--- config.mk ---
export PLATFORM = sky130hd
export DESIGN_NAME = serial_frame_tx
export DESIGN_NICKNAME = d
export VERILOG_FILES = /design/src/rtl/serial_frame_tx.sv
export SDC_FILE = /design/constraint.sdc
export NUM_CORES = 1
export LEC_CHECK = 0
export CAP_MARGIN = 20
export CORE_ASPECT_RATIO = 0.9
export CORE_UTILIZATION = 28
export CTS_CLUSTER_DIAMETER = 200
export DETAILED_ROUTE_END_ITERATION = 12
export PLACE_DENSITY = 0.46
export SLEW_MARGIN = 20
export SYNTH_ARGS = -nofsm -noshare
export SYNTH_HDL_FRONTEND = slang
export SYNTH_SLANG_ARGS = --single-unit
export TNS_END_PERCENT = 100
--- constraint.sdc ---
create_clock -name clock -period 2.6 [get_ports clock]
set_input_delay 0.52 -clock clock [delete_from_list [all_inputs] [get_ports clock]]
set_output_delay 0.52 -clock clock [all_outputs]
set_load 0.02 [all_outputs]
--- src/rtl/serial_frame_tx.sv ---
// Purpose: parallel-to-serial UART-style frame transmitter (start, data LSB-first, optional parity, stop).
// Latency: start bit appears the cycle after the accept edge; frame lasts (2+WIDTH+PARITY_EN)*CLKS_PER_BIT cycles.
// Backpressure: ready_out high only in IDLE; one IDLE cycle separates back-to-back frames.
module serial_frame_tx #(
    parameter int WIDTH        = 8,
    parameter int PARITY_EN    = 1,
    parameter int ODD_PARITY   = 0,
    parameter int CLKS_PER_BIT = 1
) (
    input  logic             clock,
    input  logic             reset,
    input  logic [WIDTH-1:0] data_in,
    input  logic             valid_in,
    output logic             ready_out,
    output logic             serial_out,
    output logic             busy,
    output logic             frame_done
);

    localparam int TW = (CLKS_PER_BIT > 1) ? $clog2(CLKS_PER_BIT) : 1;
    localparam int IW = (WIDTH > 1) ? $clog2(WIDTH) : 1;
    localparam logic [TW-1:0] TICK_LAST = TW'(CLKS_PER_BIT - 1);
    localparam logic [IW-1:0] IDX_LAST  = IW'(WIDTH - 1);

    localparam logic [2:0] S_IDLE   = 3'd0;
    localparam logic [2:0] S_START  = 3'd1;
    localparam logic [2:0] S_DATA   = 3'd2;
    localparam logic [2:0] S_PARITY = 3'd3;
    localparam logic [2:0] S_STOP   = 3'd4;

    logic [2:0]       r_state;
    logic [TW-1:0]    r_tick;
    logic [IW-1:0]    r_idx;
    logic [WIDTH-1:0] r_data;
    logic             r_parity;

    logic [2:0]       w_state_nxt;
    logic [TW-1:0]    w_tick_nxt;
    logic [IW-1:0]    w_idx_nxt;
    logic             w_ser_nxt;
    logic             w_accept;
    logic             w_wrap;

    assign w_accept = valid_in && ready_out;
    assign w_wrap   = (r_tick == TICK_LAST);

    // Next-state, tick and bit-index logic; the index only moves on a tick wrap
    always_comb begin
        w_state_nxt = r_state;
        w_tick_nxt  = r_tick;
        w_idx_nxt   = r_idx;
        if (r_state != S_IDLE) begin
            w_tick_nxt = w_wrap ? '0 : r_tick + TW'(1);
        end
        case (r_state)
            S_IDLE: begin
                if (w_accept) begin
                    w_state_nxt = S_START;
                    w_tick_nxt  = '0;
                end
            end
            S_START: begin
                if (w_wrap) begin
                    w_state_nxt = S_DATA;
                    w_idx_nxt   = '0;
                end
            end
            S_DATA: begin
                if (w_wrap) begin
                    if (r_idx == IDX_LAST) begin
                        w_state_nxt = (PARITY_EN != 0) ? S_PARITY : S_STOP;
                        w_idx_nxt   = '0;
                    end else begin
                        w_idx_nxt = r_idx + IW'(1);
                    end
                end
            end
            S_PARITY: begin
                if (w_wrap) begin
                    w_state_nxt = S_STOP;
                end
            end
            S_STOP: begin
                if (w_wrap) begin
                    w_state_nxt = S_IDLE;
                end
            end
            default: begin
                w_state_nxt = S_IDLE;
                w_tick_nxt  = '0;
                w_idx_nxt   = '0;
            end
        endcase
    end

    // Line level for the upcoming cycle, derived from where the FSM is heading
    always_comb begin
        w_ser_nxt = 1'b1;
        case (w_state_nxt)
            S_START:  w_ser_nxt = 1'b0;
            S_DATA:   w_ser_nxt = r_data[w_idx_nxt];
            S_PARITY: w_ser_nxt = r_parity;
            default:  w_ser_nxt = 1'b1;
        endcase
    end

    // State, counters, captured word and registered outputs
    always_ff @(posedge clock or posedge reset) begin
        if (reset) begin
            r_state    <= S_IDLE;
            r_tick     <= '0;
            r_idx      <= '0;
            r_data     <= '0;
            r_parity   <= 1'b0;
            serial_out <= 1'b1;
            ready_out  <= 1'b1;
            busy       <= 1'b0;
            frame_done <= 1'b0;
        end else begin
            r_state    <= w_state_nxt;
            r_tick     <= w_tick_nxt;
            r_idx      <= w_idx_nxt;
            if (w_accept) begin
                r_data   <= data_in;
                r_parity <= (^data_in) ^ 1'(ODD_PARITY);
            end
            serial_out <= w_ser_nxt;
            ready_out  <= (w_state_nxt == S_IDLE);
            busy       <= (w_state_nxt != S_IDLE);
            frame_done <= (r_state == S_STOP) && w_wrap;
        end
    end

endmodule

==> out/summary.txt, run 1 <==
Maximum clock rate: 486 MHz
Share of cells above drive strength 1: 0.221
GR peak layer: met2
Port bufs: 14
CTS tree: done
Worst-path fanout max: 3
Post-synth top cells: dfrtp_1 (18), nand2_1 (9), mux2_2 (8), xnor2_1 (8), o21ai_0 (4)
Mapped Area: 1030 um2
Dominant cells by area after synthesis: dfrtp_1 (44%), mux2_2 (8.8%), xnor2_1 (6.8%)
Met3 global-route usage: 0.0404
Final-report max-slew violation count: 0
Mux cell area share after synthesis: 0.107
Synth async-reset ratio: 1.00
Yosys reg bits: 20
CP startpoint: r_idx[1]$_DFF_PP0_
Hold_buf cts: 0
Drt total wl: 1820 um
GR Layer Usage met2: 0.184
Reg area: 503 um2
Synth Area in Simple Gates: 0.163
Crit Path Category: flop to flop
Clock Root Buffer: clkbuf_8
Most area-hungry cell type in the Yosys netlist: dfrtp_1
Setup Skew: 0.00170 ns
Fin. Hold Viols: 0
Leak Pwr: 0.528 nW
Synth Warn #: 0
Hold Crit Start: r_parity$_DFFE_PP0P_
ANT nets after route: 0
Required @ worst endpoint: 2.79 ns
Setup TNS: 0 ns
Vias in the first global route: 708
Pwr Density: 1110 nW/um2
Std-Cell Rows: 20
Library cells used by synthesis: 34
Tot Pwr: 1.40 mW
Number of CTS-inserted buffers: 3
Sequential share of the synthesized area: 0.490
Multi-input gate area: 485 um2
Filler instances: 336
Yosys top cell area share: 0.439
Fin crit period: 2.06 ns
Die Wd: 65.8 um
Routed len/inst: 12.3 um
Initial Util: 0.299
RSZ-0062 raised after global routing: no
Net count after synthesis: 101
Clock Latency Late Sink: 0.26 ns
Vias/cell: 4.66
Die ar.: 3910 um2
Outcome: finished clean
# Max-Cap Violations: 0
Worst Path Arrival: 2.24 ns
Antenna cell count: 0
Area Growth Syn to Fin: 22.6%
Pin count of the biggest net entering global routing: 21
CTS max path bufs: 2
Slew @ Worst Pin: 0.761 ns
Final setup fails: 0
DP HPWL: 1350 um
Via count: 690
Antenna violations before repair: 0
Adder-cell share of the synthesized area: 0.0244
Mapped Cells: 88
Post-CTS setup buffer count: 0
Post-synth EDFFs: 0
Compound-Gate Fraction of Synth Area: 0.110
Most used DFF post-synth: dfrtp_1
Clk slew on worst S/H paths: 0.08 ns
Post-CTS sizing: 0
Crit. End Element: flop
IO Pins: 15
Met1 usage: 0.147
Syn_area_per_cell: 11.7 um2
TritonCTS sink count: 20
GRT Total Usage: 0.116
Slew headroom: 0.492
Die H: 59.4 um
DRC viols: 0
Peak VDD IR: 0.000327 V
First-pass detailed-route iteration total: 4
Tcrit/Tclk final: 0.791
Core ar.: 3430 um2
Routability Congestion: 0.751
Largest family of logic cells by synthesized area: simple AND/OR/NAND/NOR gates
XOR/XNOR share of the synthesized area: 0.0683
FF-to-FF Start: r_idx[1]$_DFF_PP0_
DRT iter0 DRCs: 50
Global route total overflow: 0
Worst Hold Class: flop to flop
Nets: 118
First-pass GRT wire length: 3320 um
Setup crit start kind: flop
H-tree levels: 1
Count leader, synth: dfrtp_1
worst paths after layout:
| check | end | slack (ns) | cells after the start |
|---|---|---|---|
| setup / recovery | serial_out$_DFF_PP1_ | 0.54 | 9 |
| hold / removal | serial_out$_DFF_PP1_ | 0.49 | 2 |
| setup reg to reg | serial_out$_DFF_PP1_ | 0.54 | 9 |
| hold reg to reg | serial_out$_DFF_PP1_ | 0.49 | 2 |
| max in group asynchronous | r_state[0]$_DFF_PP0_ | 1.43 | 2 |
| min in group asynchronous | r_data[7]$_DFFE_PP0P_ | 0.69 | 2 |
logic make-up (layout without fill, tap and decap cells):
| family | Yosys count | in the layout |
|---|---|---|
| AND/OR/NAND/NOR | 27 | 27 |
| flip-flops | 20 | 20 |
| AO/OA/AOI/OAI | 15 | 15 |
| multiplexers | 10 | 10 |
| XOR/XNOR | 8 | 8 |
| buffers and inverters | 6 | 22 |
| adder cells (fa/ha/maj) | 2 | 2 |
state kept, by name (all words and copies together) (netlist names):
name,count
r_parity,1
r_tick,1
r_state,3
r_data,8
r_idx,3
ready_out,1
frame_done,1
busy,1
serial_out,1
report_power, final:
| group | switching (mW) | leakage (nW) | internal (mW) |
|---|---|---|---|
| logic | 0.292 | 0.255 | 0.308 |
| clock network | 0.107 | 0.0288 | 0.135 |
| registers | 0.0993 | 0.244 | 0.456 |
layer usage:
| layer | part of all wire | up-vias |
|---|---|---|
| met5 | 0 | - |
| met4 | 0.015 | 0 |
| met3 | 0.047 | 4 |
| met2 | 0.45 | 17 |
| met1 | 0.49 | 328 |
| li1 | - | 341 |
worst max-delay path, cell delays in order, from the launching register on:
cell and delay [ns]:
dfrtp_1 0.43, ha_1 0.20, ha_1 0.26, nor3b_1 0.13
o21ai_0 0.17, a21oi_1 0.08, a21oi_1 0.19, inv_1 0.08
a221o_1 0.27, a32oi_1 0.17
area by class of cell:
| class | instances | share of cell area |
|---|---|---|
| multi-input cells | 62 | 0.386 |
| clock buffers | 4 | 0.0438 |
| well taps | 44 | 0.0438 |
| flip-flops and latches | 20 | 0.400 |
| inverters | 3 | 0.00896 |
| repair buffers | 15 | 0.117 |
per-stage QoR:
step / util / worst slack, ns / cells / area [um2] / hold WS [ns]
detailed placement: 0.351 / 0.561 / 144 / 1200 / 0.475
global route: 0.367 / 0.369 / 148 / 1260 / 0.534
finish: 0.367 / 0.543 / 148 / 1260 / 0.494
floorplan: - / 0.717 / 88 / 1030 / 0.450
CTS: 0.367 / 0.540 / 148 / 1260 / 0.493
global placement: 0.351 / 0.593 / 144 / 1200 / 0.474
cell usage in the layout, fill, tap and decap left out, types with 2 or more instances in the layout:
cell | Yosys | routed
dfrtp_1 | 18 | 18
clkdlybuf4s50_1 | 0 | 14
nand2_1 | 9 | 9
mux2_2 | 8 | 8
xnor2_1 | 8 | 8
o21ai_0 | 4 | 4
clkbuf_8 | 0 | 4
inv_1 | 3 | 3
nor2_1 | 3 | 3
a21oi_1 | 2 | 2
nor3_1 | 2 | 2
mux2i_1 | 2 | 2
a31oi_1 | 2 | 2
a221o_1 | 2 | 2
ha_1 | 2 | 2
dfstp_2 | 2 | 2
(Power assumes the default switching activity.)
==> run 2: changes to the inputs <==
==> constraint.sdc (replaced) <==
create_clock -name clock -period 2.2 [get_ports clock]
set_input_delay 0.44 -clock clock [delete_from_list [all_inputs] [get_ports clock]]
set_output_delay 0.44 -clock clock [all_outputs]
set_load 0.02 [all_outputs]
==> run 2 against run 1 <==
Effect of this change:
- maximum frequency rose by 0.76%
- routed wire length rose by 0.77%
- power rose by 19%
- critical path type unchanged
- flip-flop and latch count did not move
- cell area rose by 1.3%
- register-to-register slack got worse by 0.38 ns
- utilization rose by 0.47 points
- first-iteration DRC count rose by 64%
- via count rose by 3.8%
- global-route usage barely moved
==> out/summary.txt, run 2 (synthesis results as in run 1) <==
Tot Pwr: 1.67 mW (+19%)
Layout Cell Area excl Fill: 1270 um2 (+1.3%)
Crit Path Category: flop to flop
Required @ worst endpoint: 2.38 ns (-0.41 ns)
Max reg flops: 8 (unchanged)
Most flops, register: r_data
Clock Latency Late Sink: 0.25 ns (about the same)
# Max-Cap Violations: 0 (unchanged)
Multi-input gate area: 489 um2 (+0.77%)
Port bufs: 14 (unchanged)
Worst-path fanout max: 5 (+2)
Final worst slack: 0.158 ns (-0.384 ns)
Most frequent cells in the layout: dfrtp_1 (18), clkdlybuf4s50_1 (14), nand2_1 (9)
Top cell by count, worst path: ha_1
Routability Congestion: 0.746 (-0.64%)
Slew headroom: 0.715 (+0.223)
Net Switching: 0.596 mW (+20%)
Pin count of the biggest net entering global routing: 21 (unchanged)
Placed Area: 1210 um2 (+0.62%)
ANT nets after route: 0 (unchanged)
Worst Hold Class: flop to flop
DRT iter0 DRCs: 82 (+64%)
Die Wd: 65.8 um (unchanged)
Maximum clock rate: 490 MHz (+0.76%)
CTS max path bufs: 2 (unchanged)
Leak Pwr: 0.538 nW (+1.8%)
DP HPWL: 1370 um (+0.98%)
Drt total wl: 1840 um (+0.77%)
Tcrit/Tclk final: 0.928 (+0.137)
Area Growth Syn to Fin: 24.1%
Final-report max-slew violation count: 0 (unchanged)
Setup Skew: 0.00204 ns (+0.000337 ns)
Vias in the first global route: 722 (+2.0%)
DRC viols: 0 (unchanged)
Fin crit period: 2.04 ns (-0.0155 ns)
IO Pins: 15 (unchanged)
Seq pwr share: 0.395 (-0.003)
Buf+Inv Stages, Crit Path: 0 (-1)
Slew @ Worst Pin: 0.424 ns (-0.337 ns)
Initial Util: 0.299 (unchanged)
TritonCTS sink count: 20 (unchanged)
Peak VDD IR: 0.000357 V (+9.3%)
H-tree levels: 1 (unchanged)
Setup TNS: 0 ns (unchanged)
Crit-path leading delay family: compound AO/OA/AOI/OAI gates
Std-Cell Rows: 20 (unchanged)
Clk slew on worst S/H paths: 0.07 ns (about the same)
Antenna cell count: 0 (unchanged)
Nets: 121 (+2.5%)
Crit. End Element: flop
CTS tree: done
Crit path largest cell delay: 0.41 ns (-0.02 ns)
Most common cell after layout, fill and taps aside: dfrtp_1
Core ar.: 3430 um2 (unchanged)
Clock Root Buffer: clkbuf_8
Global route total overflow: 0 (unchanged)
First-pass detailed-route iteration total: 4 (unchanged)
P_int: 1.07 mW (+19%)
Share of cells above drive strength 1: 0.243 (+0.0218)
Number of CTS-inserted buffers: 3 (unchanged)
GRT Total Usage: 0.116 (-0.000268)
Biggest registers after layout: r_data: 8 flops, r_idx: 3 flops, r_state: 3 flops
Filler instances: 323 (-3.9%)
Via count: 716 (+3.8%)
Reg area: 503 um2 (unchanged)
Vias/cell: 4.74 (+1.7%)
Clock power share: 0.147 (-0.026)
Antenna violations before repair: 0 (unchanged)
Worst Path Arrival: 2.22 ns (-0.02 ns)
Die ar.: 3910 um2 (unchanged)
Final Util: 0.372 (+0.00474)
Combinational share of power: 0.458 (+0.029)
Setup WS pre-CTS: 0.164 ns (-0.397 ns)
Worst path cell trace: ha_1 > ha_1 > nor4b_4 > o21ai_2 > nand2_4 > mux2i_1 > a221o_1 > a32oi_1
Slowest CP cell: dfrtp_1
Final setup fails: 0 (unchanged)
Routed len/inst: 12.2 um (-1.2%)
Outcome: finished clean
Pwr Density: 1310 nW/um2 (+18%)
Hold_buf cts: 0 (unchanged)
Switching Share: 0.358 (+0.00133)
Setup crit start kind: flop
Fin. Hold Viols: 0 (unchanged)
RSZ-0062 raised after global routing: no
Die H: 59.4 um (unchanged)
First-pass GRT wire length: 3330 um (+0.21%)
==> run 2: layout make-up <==
| type | instances | area share |
|---|---|---|
| multi-input cells | 62 | 0.384 |
| inverters | 3 | 0.00884 |
| well taps | 44 | 0.0432 |
| flip-flops and latches | 20 | 0.395 |
| repair buffers | 18 | 0.134 |
| clock buffers | 4 | 0.0354 |
==> run 2: what timing repair did <==
| action | 4_1_cts | 5_1_grt |
|---|---|---|
| endpoints found under the setup margin | 0 | 1 |
| buffers inserted | 0 | 2 |
| resized for setup | 0 | 2 |
==> run 2: path summary, 6_finish.rpt <==
kind	startpoint	endpoint	slack (ns)	depth (start not counted)
worst max-delay path	r_idx[0]$_DFF_PP0_	serial_out$_DFF_PP1_	0.16	8
worst min-delay path	r_parity$_DFFE_PP0P_	r_parity$_DFFE_PP0P_	0.48	2
worst max register to register	r_idx[0]$_DFF_PP0_	serial_out$_DFF_PP1_	0.16	8
worst min register to register	r_parity$_DFFE_PP0P_	r_parity$_DFFE_PP0P_	0.48	2
max in group asynchronous	reset	ready_out$_DFF_PP1_	1.42	3
min in group asynchronous	reset	r_data[6]$_DFFE_PP0P_	0.50	3
==> run 2: per-layer routing <==
metal | GRT usage | up-vias | part of all wire
li1 | - | 347 | -
met1 | 0.149 | 355 | 0.48
met2 | 0.181 | 12 | 0.48
met3 | 0.0404 | 2 | 0.036
met4 | 0.0373 | 0 | 0.0054
met5 | 0 | - | 0
==> run 2: tightest hold or removal path, cell delays in order, from the launching register on <==
cell and delay (ns):
dfrtp_1 0.35, nand2_1 0.05, o21ai_0 0.06
==> run 2: power by group through the flow <==
stage | Sequential (mW) | Combinational, mW | Clock (mW)
2_1_floorplan | 0.662 | 0.529 | 0
3_3_place_gp | 0.667 | 0.721 | 0
3_5_place_dp | 0.666 | 0.721 | 0
4_1_cts | 0.657 | 0.724 | 0.260
5_1_grt | 0.683 | 0.863 | 0.279
6_report | 0.658 | 0.763 | 0.245
==> run 2: stage by stage <==
| step | hold WS, ns | instances |
|---|---|---|
| detailed placement | 0.471 | 145 |
| CTS | 0.489 | 149 |
| global route | 0.520 | 151 |
| finish | 0.484 | 151 |
| floorplan | 0.402 | 88 |
| global placement | 0.474 | 145 |
